### src/rtl/vjtag_cmd_proc_if.sv
// Command, bus and response signals of the VJtag system-side command processor.
// master is the processor's view; slave is the view of the CDC/bus environment around it.
interface vjtag_cmd_proc_if #(
    parameter int AW = 16,
    parameter int DW = 32
);
    logic              cmd_valid;
    logic              cmd_ready;
    logic [AW+DW:0]    cmd_payload;
    logic              bus_req;
    logic              bus_we;
    logic [AW-1:0]     bus_addr;
    logic [DW-1:0]     bus_wdata;
    logic              bus_ready;
    logic              bus_rvalid;
    logic [DW-1:0]     bus_rdata;
    logic              rsp_req;
    logic [DW+1:0]     rsp_payload;

    modport master (
        input  cmd_valid, cmd_payload, bus_ready, bus_rvalid, bus_rdata,
        output cmd_ready, bus_req, bus_we, bus_addr, bus_wdata, rsp_req, rsp_payload
    );

    modport slave (
        output cmd_valid, cmd_payload, bus_ready, bus_rvalid, bus_rdata,
        input  cmd_ready, bus_req, bus_we, bus_addr, bus_wdata, rsp_req, rsp_payload
    );
endinterface

### src/rtl/vjtag_cmd_proc.sv
// Executes one VJtag host command at a time as a single bus read/write and returns
// a registered response pulse with a payload held until the next response.
module vjtag_cmd_proc #(
    parameter int AW      = 16,
    parameter int DW      = 32,
    parameter int TIMEOUT = 1024
) (
    input  logic             clk,
    input  logic             rst_n,
    vjtag_cmd_proc_if.master io
);
    localparam int CW = (TIMEOUT > 0) ? $clog2(TIMEOUT + 1) : 1;

    typedef enum logic [1:0] {IDLE, REQ, WAIT} state_t;

    state_t          state, state_nx;
    logic [CW-1:0]   cnt, cnt_nx;
    logic            cmd_ready_q, cmd_ready_nx;
    logic            bus_req_q, bus_req_nx;
    logic            bus_we_q, bus_we_nx;
    logic [AW-1:0]   bus_addr_q, bus_addr_nx;
    logic [DW-1:0]   bus_wdata_q, bus_wdata_nx;
    logic            rsp_req_q, rsp_req_nx;
    logic [DW+1:0]   rsp_payload_q, rsp_payload_nx;
    logic            done;
    logic            timeout_hit;
    logic [DW-1:0]   rsp_data;

    assign timeout_hit = (TIMEOUT > 0) && (cnt == CW'(TIMEOUT - 1));

    always_comb begin
        state_nx       = state;
        cnt_nx         = cnt;
        cmd_ready_nx   = cmd_ready_q;
        bus_req_nx     = bus_req_q;
        bus_we_nx      = bus_we_q;
        bus_addr_nx    = bus_addr_q;
        bus_wdata_nx   = bus_wdata_q;
        rsp_req_nx     = 1'b0;
        rsp_payload_nx = rsp_payload_q;
        done           = 1'b0;
        rsp_data       = '0;

        if (state != IDLE && TIMEOUT > 0) begin
            cnt_nx = cnt + CW'(1);
        end

        case (state)
            IDLE: begin
                if (io.cmd_valid && cmd_ready_q) begin
                    bus_we_nx    = io.cmd_payload[AW+DW];
                    bus_addr_nx  = io.cmd_payload[AW+DW-1:DW];
                    bus_wdata_nx = io.cmd_payload[DW-1:0];
                    bus_req_nx   = 1'b1;
                    cmd_ready_nx = 1'b0;
                    cnt_nx       = '0;
                    state_nx     = REQ;
                end
            end
            REQ: begin
                if (io.bus_ready) begin
                    bus_req_nx = 1'b0;
                    if (bus_we_q) begin
                        done = 1'b1;
                    end else if (io.bus_rvalid) begin
                        done     = 1'b1;
                        rsp_data = io.bus_rdata;
                    end else begin
                        state_nx = WAIT;
                    end
                end
            end
            WAIT: begin
                if (io.bus_rvalid) begin
                    done     = 1'b1;
                    rsp_data = io.bus_rdata;
                end
            end
            default: state_nx = IDLE;
        endcase

        // A completion in the timeout cycle wins, so error is simply "not done".
        if (done || (state != IDLE && timeout_hit)) begin
            state_nx       = IDLE;
            bus_req_nx     = 1'b0;
            cmd_ready_nx   = 1'b1;
            rsp_req_nx     = 1'b1;
            rsp_payload_nx = {~done, bus_we_q, rsp_data};
        end
    end

    always_ff @(posedge clk or negedge rst_n) begin
        if (!rst_n) begin
            state         <= IDLE;
            cnt           <= '0;
            cmd_ready_q   <= 1'b1;
            bus_req_q     <= 1'b0;
            bus_we_q      <= 1'b0;
            bus_addr_q    <= '0;
            bus_wdata_q   <= '0;
            rsp_req_q     <= 1'b0;
            rsp_payload_q <= '0;
        end else begin
            state         <= state_nx;
            cnt           <= cnt_nx;
            cmd_ready_q   <= cmd_ready_nx;
            bus_req_q     <= bus_req_nx;
            bus_we_q      <= bus_we_nx;
            bus_addr_q    <= bus_addr_nx;
            bus_wdata_q   <= bus_wdata_nx;
            rsp_req_q     <= rsp_req_nx;
            rsp_payload_q <= rsp_payload_nx;
        end
    end

    assign io.cmd_ready   = cmd_ready_q;
    assign io.bus_req     = bus_req_q;
    assign io.bus_we      = bus_we_q;
    assign io.bus_addr    = bus_addr_q;
    assign io.bus_wdata   = bus_wdata_q;
    assign io.rsp_req     = rsp_req_q;
    assign io.rsp_payload = rsp_payload_q;
endmodule

### src/flat_wrapper.sv
// flat-port wrapper written by rule: the top's interface ports become plain ports
module vjtag_cmd_proc_flat 
#(
    parameter int AW      = 16,
    parameter int DW      = 32,
    parameter int TIMEOUT = 1024
)
  (clk, rst_n, io_cmd_valid, io_cmd_payload, io_bus_ready, io_bus_rvalid, io_bus_rdata, io_cmd_ready, io_bus_req, io_bus_we, io_bus_addr, io_bus_wdata, io_rsp_req, io_rsp_payload);
  vjtag_cmd_proc_if #(.AW(AW), .DW(DW)) io_i ();
  input  logic clk;
  input  logic rst_n;
  input wire logic [$bits(io_i.cmd_valid)-1:0] io_cmd_valid;
  input wire logic [$bits(io_i.cmd_payload)-1:0] io_cmd_payload;
  input wire logic [$bits(io_i.bus_ready)-1:0] io_bus_ready;
  input wire logic [$bits(io_i.bus_rvalid)-1:0] io_bus_rvalid;
  input wire logic [$bits(io_i.bus_rdata)-1:0] io_bus_rdata;
  output wire logic [$bits(io_i.cmd_ready)-1:0] io_cmd_ready;
  output wire logic [$bits(io_i.bus_req)-1:0] io_bus_req;
  output wire logic [$bits(io_i.bus_we)-1:0] io_bus_we;
  output wire logic [$bits(io_i.bus_addr)-1:0] io_bus_addr;
  output wire logic [$bits(io_i.bus_wdata)-1:0] io_bus_wdata;
  output wire logic [$bits(io_i.rsp_req)-1:0] io_rsp_req;
  output wire logic [$bits(io_i.rsp_payload)-1:0] io_rsp_payload;
  assign io_i.cmd_valid = io_cmd_valid;
  assign io_i.cmd_payload = io_cmd_payload;
  assign io_i.bus_ready = io_bus_ready;
  assign io_i.bus_rvalid = io_bus_rvalid;
  assign io_i.bus_rdata = io_bus_rdata;
  assign io_cmd_ready = io_i.cmd_ready;
  assign io_bus_req = io_i.bus_req;
  assign io_bus_we = io_i.bus_we;
  assign io_bus_addr = io_i.bus_addr;
  assign io_bus_wdata = io_i.bus_wdata;
  assign io_rsp_req = io_i.rsp_req;
  assign io_rsp_payload = io_i.rsp_payload;
  vjtag_cmd_proc #(.AW(AW), .DW(DW), .TIMEOUT(TIMEOUT)) u_core (.clk(clk), .rst_n(rst_n), .io(io_i));
endmodule
### config.mk
export PLATFORM = sky130hd
export DESIGN_NAME = vjtag_cmd_proc_flat
export DESIGN_NICKNAME = d
export VERILOG_FILES = /design/src/rtl/vjtag_cmd_proc_if.sv /design/src/rtl/vjtag_cmd_proc.sv /design/src/flat_wrapper.sv
export SDC_FILE = /design/constraint.sdc
export NUM_CORES = 1
export LEC_CHECK = 0
export CORE_MARGIN = 1
export CORE_UTILIZATION = 42
export DETAILED_ROUTE_END_ITERATION = 6
export MAX_ROUTING_LAYER = met4
export PLACE_DENSITY_LB_ADDON = 0.3
export SYNTH_ARGS = -nofsm -noshare
export SYNTH_HDL_FRONTEND = slang
export SYNTH_SLANG_ARGS = --single-unit
### constraint.sdc
create_clock -name clk -period 2.8 [get_ports clk]
set_clock_uncertainty 0.2 [all_clocks]
set_input_delay 0.42 -clock clk [delete_from_list [all_inputs] [get_ports clk]]
set_output_delay 0.42 -clock clk [all_outputs]
set_load 0.02 [all_outputs]
=== Word-level counts from Yosys, hierarchy flattened ===
Cells that the tools add are included.

* Register bits: 99
* Bits of input ports: 86
* Output and inout bits: 86
* Word-level logic and storage cells: 56

* Add/subtract/negate cells: 1
* Eq/ne operators: 8
* Mux-type cells: 25
* Bitwise logic cells: 1
* Reduce and logical (&&, ||, !) cells: 12

{| class="wikitable"
|+ Operators by type and width
! kind !! number
|-
| 2-to-1 mux 32 bit || 3
|-
| one-hot mux 32 bit (2 select lines) || 1
|-
| 2-to-1 mux 11 bit || 3
|-
| adder 11 x 1 -> 11 bit, second input constant || 1
|-
| equality test 11 x 10 -> 1 bit, second input constant || 1
|-
| 2-to-1 mux 1 bit || 10
|-
| 2-to-1 mux 2 bit || 5
|-
| != test 3 x 2 -> 1 bit, second input constant || 2
|-
| one-hot mux 2 bit (3 select lines) || 1
|-
| nonzero test 2 bit || 3
|-
| AND reduction 5 bit || 1
|-
| one-hot mux 1 bit (2 select lines) || 2
|-
| AND reduction 2 bit || 2
|-
| != test 3 x 1 -> 1 bit, second input constant || 1
|-
| != test 3 bit, second input constant || 1
|-
| AND reduction 3 bit || 1
|-
| nonzero test 3 bit || 1
|-
| equality test 2 x 1 -> 1 bit, second input constant || 1
|-
| equality test 2 bit, second input constant || 1
|-
| logical AND 1 bit || 2
|-
| logical NOT 2 bit || 1
|-
| != test 2 x 1 -> 1 bit, second input constant || 1
|-
| logical OR 1 bit || 1
|-
| inverter 1 bit || 1
|}

=== Logic depth before layout (Yosys ltp) ===
Gate-level depths: netlist of the first run.

* Depth after elaboration: 7
* Depth in mapped cells: 8
* Depth with buffers taken out: 6

=== Least setup slack after synthesis of the first run ===
Ideal clock, no wire load.

* Path type: reg-to-reg
* Start point: reg u_core.state[0]
* End point: reg u_core.rsp_payload_q[25], in the netlist u_core.io.rsp_payload[25]
* Library setup time: 0.121 ns
* Arrival time: 1.761 ns
* Required time: 2.479 ns
* Path slack: 0.718 ns
* Cell stages (with the launch flop): 8
* Buffers on the path: 1
* Period minus slack after synthesis: 2.082 ns
* Path through: dfrtp_1 inv_1 ha_1 nand4b_2 nor4_4 nor2_4 buf_6 a22o_1

* Cells in the longest elaborated chain, start to end: 3
* Elaborated cells on any way between the ends: 7
* Those cells by class: 2 x eq/ne; 2 x mux; 3 x reduce/logical

{| class="wikitable"
|+ Ends and longest elaborated chain
! element !! RTL line !! text
|-
| start, declared || vjtag_cmd_proc.sv:16 || <nowiki>state_t state, state_nx;</nowiki>
|-
| start signal, assigned || vjtag_cmd_proc.sv:104 || <nowiki>state <= state_nx;</nowiki>
|-
| equality test 2 bit, or another cell as far along || vjtag_cmd_proc.sv:48 || <nowiki>case (state)</nowiki>
|-
| one-hot mux 1 bit (2 select lines) or logical AND 1 bit (tied branches) || vjtag_cmd_proc.sv:48, vjtag_cmd_proc.sv:83 ||
|-
| logical OR 1 bit || vjtag_cmd_proc.sv:83 || <nowiki>if (done || (state != IDLE && timeout_hit)) begin</nowiki>
|-
| end signal, assigned || vjtag_cmd_proc.sv:112 || <nowiki>rsp_payload_q <= rsp_payload_nx;</nowiki>
|-
| end, declared || vjtag_cmd_proc.sv:24 || <nowiki>logic [DW+1:0] rsp_payload_q, rsp_payload_nx;</nowiki>
|}

Parallel ways exist; a longest one is shown, timed or not.
A chain may end at the register's enable or synchronous reset.

=== Final worst setup path of the first run ===
* Start point: reg u_core.state[1]
* End point: reg u_core.rsp_payload_q[32], in the netlist u_core.io.rsp_payload[32]

* Cells in the longest elaborated chain, start to end: 3
* Elaborated cells on any way between the ends: 6
* Those cells by class: 2 x eq/ne; 1 x mux; 3 x reduce/logical

{| class="wikitable"
|+ Ends and longest elaborated chain
! element !! RTL line
|-
| equality test 2 bit, or another cell as far along || vjtag_cmd_proc.sv:48
|-
| one-hot mux 1 bit (2 select lines) or logical AND 1 bit (tied branches) || vjtag_cmd_proc.sv:48, vjtag_cmd_proc.sv:83
|-
| logical OR 1 bit (*) || vjtag_cmd_proc.sv:83
|}

Mark *: on every way between the ends. The rest lies on a longest branch, timed or not.

==> metrics.cfg, run 1 <==
[drt]
drt_iter0_drc=93
route.vias.total=3194
routed_wl_um=9645
drt-pass1-iter-count=4
drc_errors=0
ant_nets=0
via_per_inst=4.899
avgRoutedWirePerCell_um=14.79

[placement]
gp_congestion=0.7493
place_hpwl_um=7028
place_inst=635
portBuffers=171

[synthesis]
synth_top_area_cell=dfrtp_1
ys_warn_count=0
synth_seq_cells=99
synthFlopType=dfrtp_1
synthesis.nets=460
synth.avg_cell_area_um2=10.67
synth_commonest_cells=nand2_1, dfrtp_1, a22o_1
async_reset_ff_share_pct=100.0
synth.most_common_cell=nand2_1
syn_inst=368
yosysSeqAreaShare_pct=63.15
synthTopCellsByArea=dfrtp_1, nand2_1, a22o_1
synth.distinct_cells=40
synthDominantCellAreaShare_pct=62.48
synth-edff-count=0
syn_area_um2=3925

[power]
vdd_drop_max_mv=0.2639
p_leak_nw=2.845
power_density_nw_per_um2=410.9

[critical_path]
reg2reg_to=u_core.io.rsp_payload[32]
critPathLaunchType=register
cp.arrival_ns=2.67
critical_path.max_fanout=37
path_cells=inv_1 > ha_1 > nand4b_2 > nor4_4 > nor2_4 > mux2_1
critPathCaptureType=register
r2r_start=u_core.state[1]
cpPeakStageDelay_ns=0.62
required_ns=2.83
rr_worst_depth=6
reg2reg_setup_slack_ns=0.16
slowest_stage=nor2_4
path_class=register to register

[clocking]
clkTransAtPathRegs_ns=0.10
cts_buffer_depth=2
cts-root-buf=clkbuf_8
cts.repair.resized=0
cts-htree-levels=3
cts_tree=done
numClockSinks=99
clock_latency_ns=0.35
cts_setup_buffers=0
numCtsBuffers=9

[floorplanning]
dieArea_um2=9736
core_area_um2=8891
dieWidth_um=98.67
rows=34
initial_core_util_pct=44.15
dieHeight_um=98.67
ios=172

[hold_path]
hold_path_startpoint=u_core.io.bus_addr[9]
worst_hold_path.endpoint=u_core.io.bus_addr[9]
hp-class=register to register
min_path_cells=2

[timing]
drv_slew=0
rsz0062_at_grt=no
fin_crit_sh_pct=94.21
hold_viol=0
fmax_mhz=379.1
setup_tns_ns=0
relSlewSlack_pct=18.89
setup_viol=0
tightest_slew_ns=1.215
fin_crit_ns=2.638

[grt]
grt_pass1_vias=3362
grt_use_total_pct=21.39
grt_first_pass_wirelength_um=15830
overflow=0
antenna_found_initial=0
grt_max_degree=46

[cells_and_area]
finalNonFillerCells=652
n_antenna_cell=0
multiInputGateArea_um2=1331
seqCellArea_um2=2479
nets=631
utilization_pct=66.79
areaGrowthSynthToFinish_pct=51.29
post_route_cells_drive_above_1_share_pct=6.434
fillers=705

[run]
drv_cap=0

[outcome]
status=finished, final reports clean

-- stage by stage --
stage	area, um^2	power [mW]	setup slack (ns)	hold WS (ns)
2_1_floorplan	3925	1.458	0.7181	-0.07559
3_3_place_gp	5742	1.612	0.2638	0.2025
3_5_place_dp	5742	1.614	0.1716	0.2114
4_1_cts	5938	2.471	0.1624	0.2841
5_1_grt	5938	2.539	0.001770	0.3069
6_report	5938	2.440	0.1620	0.2811
-- power by group --
part	internal, mW	switching [mW]
registers	1.43	0
clock network	0.354	0.502
logic	0.108	0.0476
total	1.89	0.550
-- layout by cell type, fill, tap and decap left out, types with 2 or more instances in the layout --
master,count
a21oi_1,3
a22o_1,32
and2_1,2
buf_4,6
clkbuf_8,10
clkdlybuf4s50_1,170
clkinv_4,2
clkinvlp_4,3
dfrtp_1,98
ha_1,6
inv_1,7
mux2_1,2
mux2i_1,3
nand2_1,155
nand2b_1,2
nand3_1,3
nor2_1,4
o211ai_1,2
o21ai_0,5
o31ai_1,2
-- cell families after synthesis --
kind of cell	synth area share, %
AND/OR/NAND/NOR	19.16
flip-flops	63.15
AO/OA/AOI/OAI	11.06
buffers and inverters	3.156
multiplexers	1.339
adder cells (fa/ha/maj)	1.913
XOR/XNOR	0.2232
-- how the worst max path moves through the flow --
stage	start	endpoint	slack [ns]	cells past startpoint
global placement	io_bus_rvalid	u_core.io.rsp_payload[32]	0.26	5
detailed placement	io_bus_rvalid	u_core.io.rsp_payload[32]	0.17	5
CTS	u_core.state[1]	u_core.io.rsp_payload[32]	0.16	6
floorplan	u_core.state[0]	u_core.io.rsp_payload[25]	0.72	7
global route	u_core.state[1]	u_core.io.rsp_payload[32]	0.002	6
finish	u_core.state[1]	u_core.io.rsp_payload[32]	0.16	6
-- area by class of cell --
| class | count | share of cell area, % |
|---|---|---|
| inverters | 8 | 0.5057 |
| clock buffers | 10 | 2.318 |
| repair buffers | 178 | 29.92 |
| clock inverters | 6 | 0.8217 |
| flip-flops and latches | 99 | 41.74 |
| multi-input cells | 243 | 22.42 |
| well taps | 108 | 2.276 |
-- state kept, by name (all words and copies together) (netlist names), 2 cells and up --
signal and flops:
u_core.io.rsp_payload 34, u_core.io.bus_wdata 32, u_core.state 2, u_core.cnt 11, u_core.io.bus_addr 16
-- timing repair --
action | in CTS | in global routing
endpoints found under the hold margin | 34 | 0
hold buffers | 1 | 0
endpoints found under the setup margin | 0 | 0
-- worst max-delay path, delay by kind of cell (launching register included) --
kind	cells	cell delay (ns)
buffers and inverters	1	0.13
and+or+nand+nor	3	1.00
adders and majority gates	1	0.37
DFF	1	0.42
muxes	1	0.39
-- per-layer routing --
layer	up-vias	part of all wire [%]	global-route usage, %
met1	1491	44	26.65
met2	137	47	34.29
li1	1553	-	-
met3	13	7.1	5.319
met4	0	1.5	7.233
met5	-	0	-
(Power assumes the default switching activity.)
==> inputs of run 2 (changes only) <==
- CAP_MARGIN: not set -> 0
- CORE_UTILIZATION: 42 -> 25
==> metrics.cfg, run 2 (synthesis gave the netlist of run 1 again) <==
[grt]
antenna_found_initial=0  ; unchanged
overflow=0  ; unchanged
grt_first_pass_wirelength_um=16190  ; +2.3%
grt_max_degree=100  ; +120%
grt_pass1_vias=3251  ; -3.3%
grt_use_total_pct=13.13  ; -8.3 points

[critical_path]
path_class=register to register
critical_path.max_fanout=37  ; unchanged
slowest_stage=nor2_4
required_ns=2.83  ; about the same
path_cells=inv_1 > ha_2 > nand4b_2 > nor4_4 > nor2_4 > mux2_1
cp.arrival_ns=2.57  ; -0.10 ns
critPathBufInv=1  ; unchanged
crit_family=simple AND/OR/NAND/NOR gates
critPathLaunchType=register
r2r_start=u_core.state[0]
cpPeakStageDelay_ns=0.66  ; +0.04 ns
cp-startpoint=u_core.state[0]
critPathCaptureType=register

[timing]
relSlewSlack_pct=16.31  ; -2.6 points
setup_tns_ns=0  ; unchanged
hold_viol=0  ; unchanged
fin_crit_sh_pct=90.86  ; -3.4 points
drv_slew=0  ; unchanged
tightest_slew_ns=1.254  ; +0.03867 ns
rsz0062_at_grt=no
fmax_mhz=393.1  ; +3.7%
fin_crit_ns=2.544  ; -0.09383 ns
setup_viol=0  ; unchanged

[cells_and_area]
post_route_cells_drive_above_1_share_pct=6.089  ; -0.35 points
largest_reg_flops=34  ; unchanged
nets=629  ; -0.32%
fin_area_um2=6162  ; +3.8%
final_cell_mix=clkdlybuf4s50_1, nand2_1, dfrtp_1
n_antenna_cell=0  ; unchanged
layout_commonest_cell=clkdlybuf4s50_1
areaGrowthSynthToFinish_pct=57.00

[power]
vdd_drop_max_mv=0.2760  ; +4.6%
clockPowerShare_pct=43.8  ; +8.7 points
switchingPower_uw=584.2  ; +6.2%
switching_share_pct=20.75  ; -1.8 points
combPwrFrac_pct=5.5  ; -0.9 points
p_leak_nw=2.893  ; +1.7%
power_density_nw_per_um2=456.9  ; +11%
seqPwrFrac_pct=50.8  ; -7.7 points
p_int_mw=2.231  ; +18%

[drt]
via_per_inst=4.189  ; -14%
ant_nets=0  ; unchanged
drc_errors=0  ; unchanged
routed_wl_um=9849  ; +2.1%
drt-pass1-iter-count=4  ; unchanged
route.vias.total=3154  ; -1.3%
avgRoutedWirePerCell_um=13.08  ; -12%
drt_iter0_drc=122  ; +31%

[floorplanning]
initial_core_util_pct=25.72  ; -18 points
rows=45  ; +32%
dieArea_um2=16210  ; +66%
dieWidth_um=127.3  ; +29%
ios=172  ; unchanged
core_area_um2=15260  ; +72%
dieHeight_um=127.3  ; +29%

[placement]
gp_congestion=0.7967  ; +6.3%
dpl_cell_area_um2=5856  ; +2.0%
portBuffers=171  ; unchanged
place_hpwl_um=6833  ; -2.8%

[run]
drv_cap=0  ; unchanged

[clocking]
cts_buffer_depth=2  ; unchanged
cts-root-buf=clkbuf_16
numClockSinks=99  ; unchanged
cts_tree=done
cts-htree-levels=3  ; unchanged
cts_setup_buffers=0  ; unchanged
clkTransAtPathRegs_ns=0.07  ; -0.03 ns
numCtsBuffers=9  ; unchanged
clock_latency_ns=0.34  ; about the same

[hold_path]
hp-class=register to register
hold_path_startpoint=u_core.io.bus_wdata[16]

[outcome]
status=finished, final reports clean

## run 2: cell types whose count changed in the layout (fill, tap and decap cells not counted), sizes merged
| cell | before | now |
|---|---|---|
| buf | 7 | 5 |
| clkinv | 2 | 3 |
| clkinvlp | 3 | 1 |
| bufinv | 0 | 1 |
## run 2: worst register-to-register path: cells and delay by family (launching register included)
kind	cells	cell delay, ns
simple gates	3	1.02
flops	1	0.41
mux	1	0.39
buf+inv	1	0.12
fa+ha+maj	1	0.30
## run 2: per-stage QoR
step	instances	hold slack (ns)	utilization, %	worst slack, ns	total power [mW]
2_1_floorplan	368	-0.07559	-	0.7181	1.458
3_3_place_gp	736	0.2563	38.38	0.2075	1.612
3_5_place_dp	736	0.2608	38.38	0.1553	1.613
4_1_cts	753	0.2785	40.37	0.1572	2.875
5_1_grt	753	0.2971	40.39	0.1022	2.929
6_report	753	0.2727	40.39	0.2558	2.815
## run 2: layout make-up
type                       count  area [um^2]
clock inverter                 6        65.06
tap                          211        264.0
inverter                       8        30.03
clock buffer                  10        229.0
multi-input combinational    243         1334
fill                        1476         9096
timing repair buffer         176         1762
sequential                    99         2479
## run 2: repair_timing
item / 4_1_cts / 5_1_grt
hold endpoints to repair: 98 / 0
resized for setup: 0 / 1
hold buffers: 1 / 0
endpoints found under the setup margin: 0 / 1
## run 2: power groups by stage
stage / clock network, mW / registers [mW] / logic (mW)
floorplan: 0 / 1.46 / 0.000961
detailed placement: 0 / 1.46 / 0.156
global placement: 0 / 1.46 / 0.156
CTS: 1.29 / 1.43 / 0.158
global route: 1.33 / 1.43 / 0.167
finish: 1.23 / 1.43 / 0.154
## run 2: worst paths after layout
check / endpoint / slack, ns / depth (start not counted)
max: u_core.io.rsp_payload[32] / 0.26 / 6
min reg2reg: u_core.io.bus_wdata[16] / 0.27 / 2
max reg2reg: u_core.io.rsp_payload[32] / 0.26 / 6
min: u_core.io.bus_wdata[16] / 0.27 / 2
min in group asynchronous: u_core.io.bus_wdata[1] / 0.45 / 3
max in group asynchronous: u_core.io.cmd_ready / 1.48 / 3
## run 2: routing by layer
layer	part of all wire, %	wire (um)	track usage, %
met1	47	4592	16.49
met2	44	4363	19.86
met3	7.6	751	4.439
met4	1.4	142	4.202
met5	0	0	-
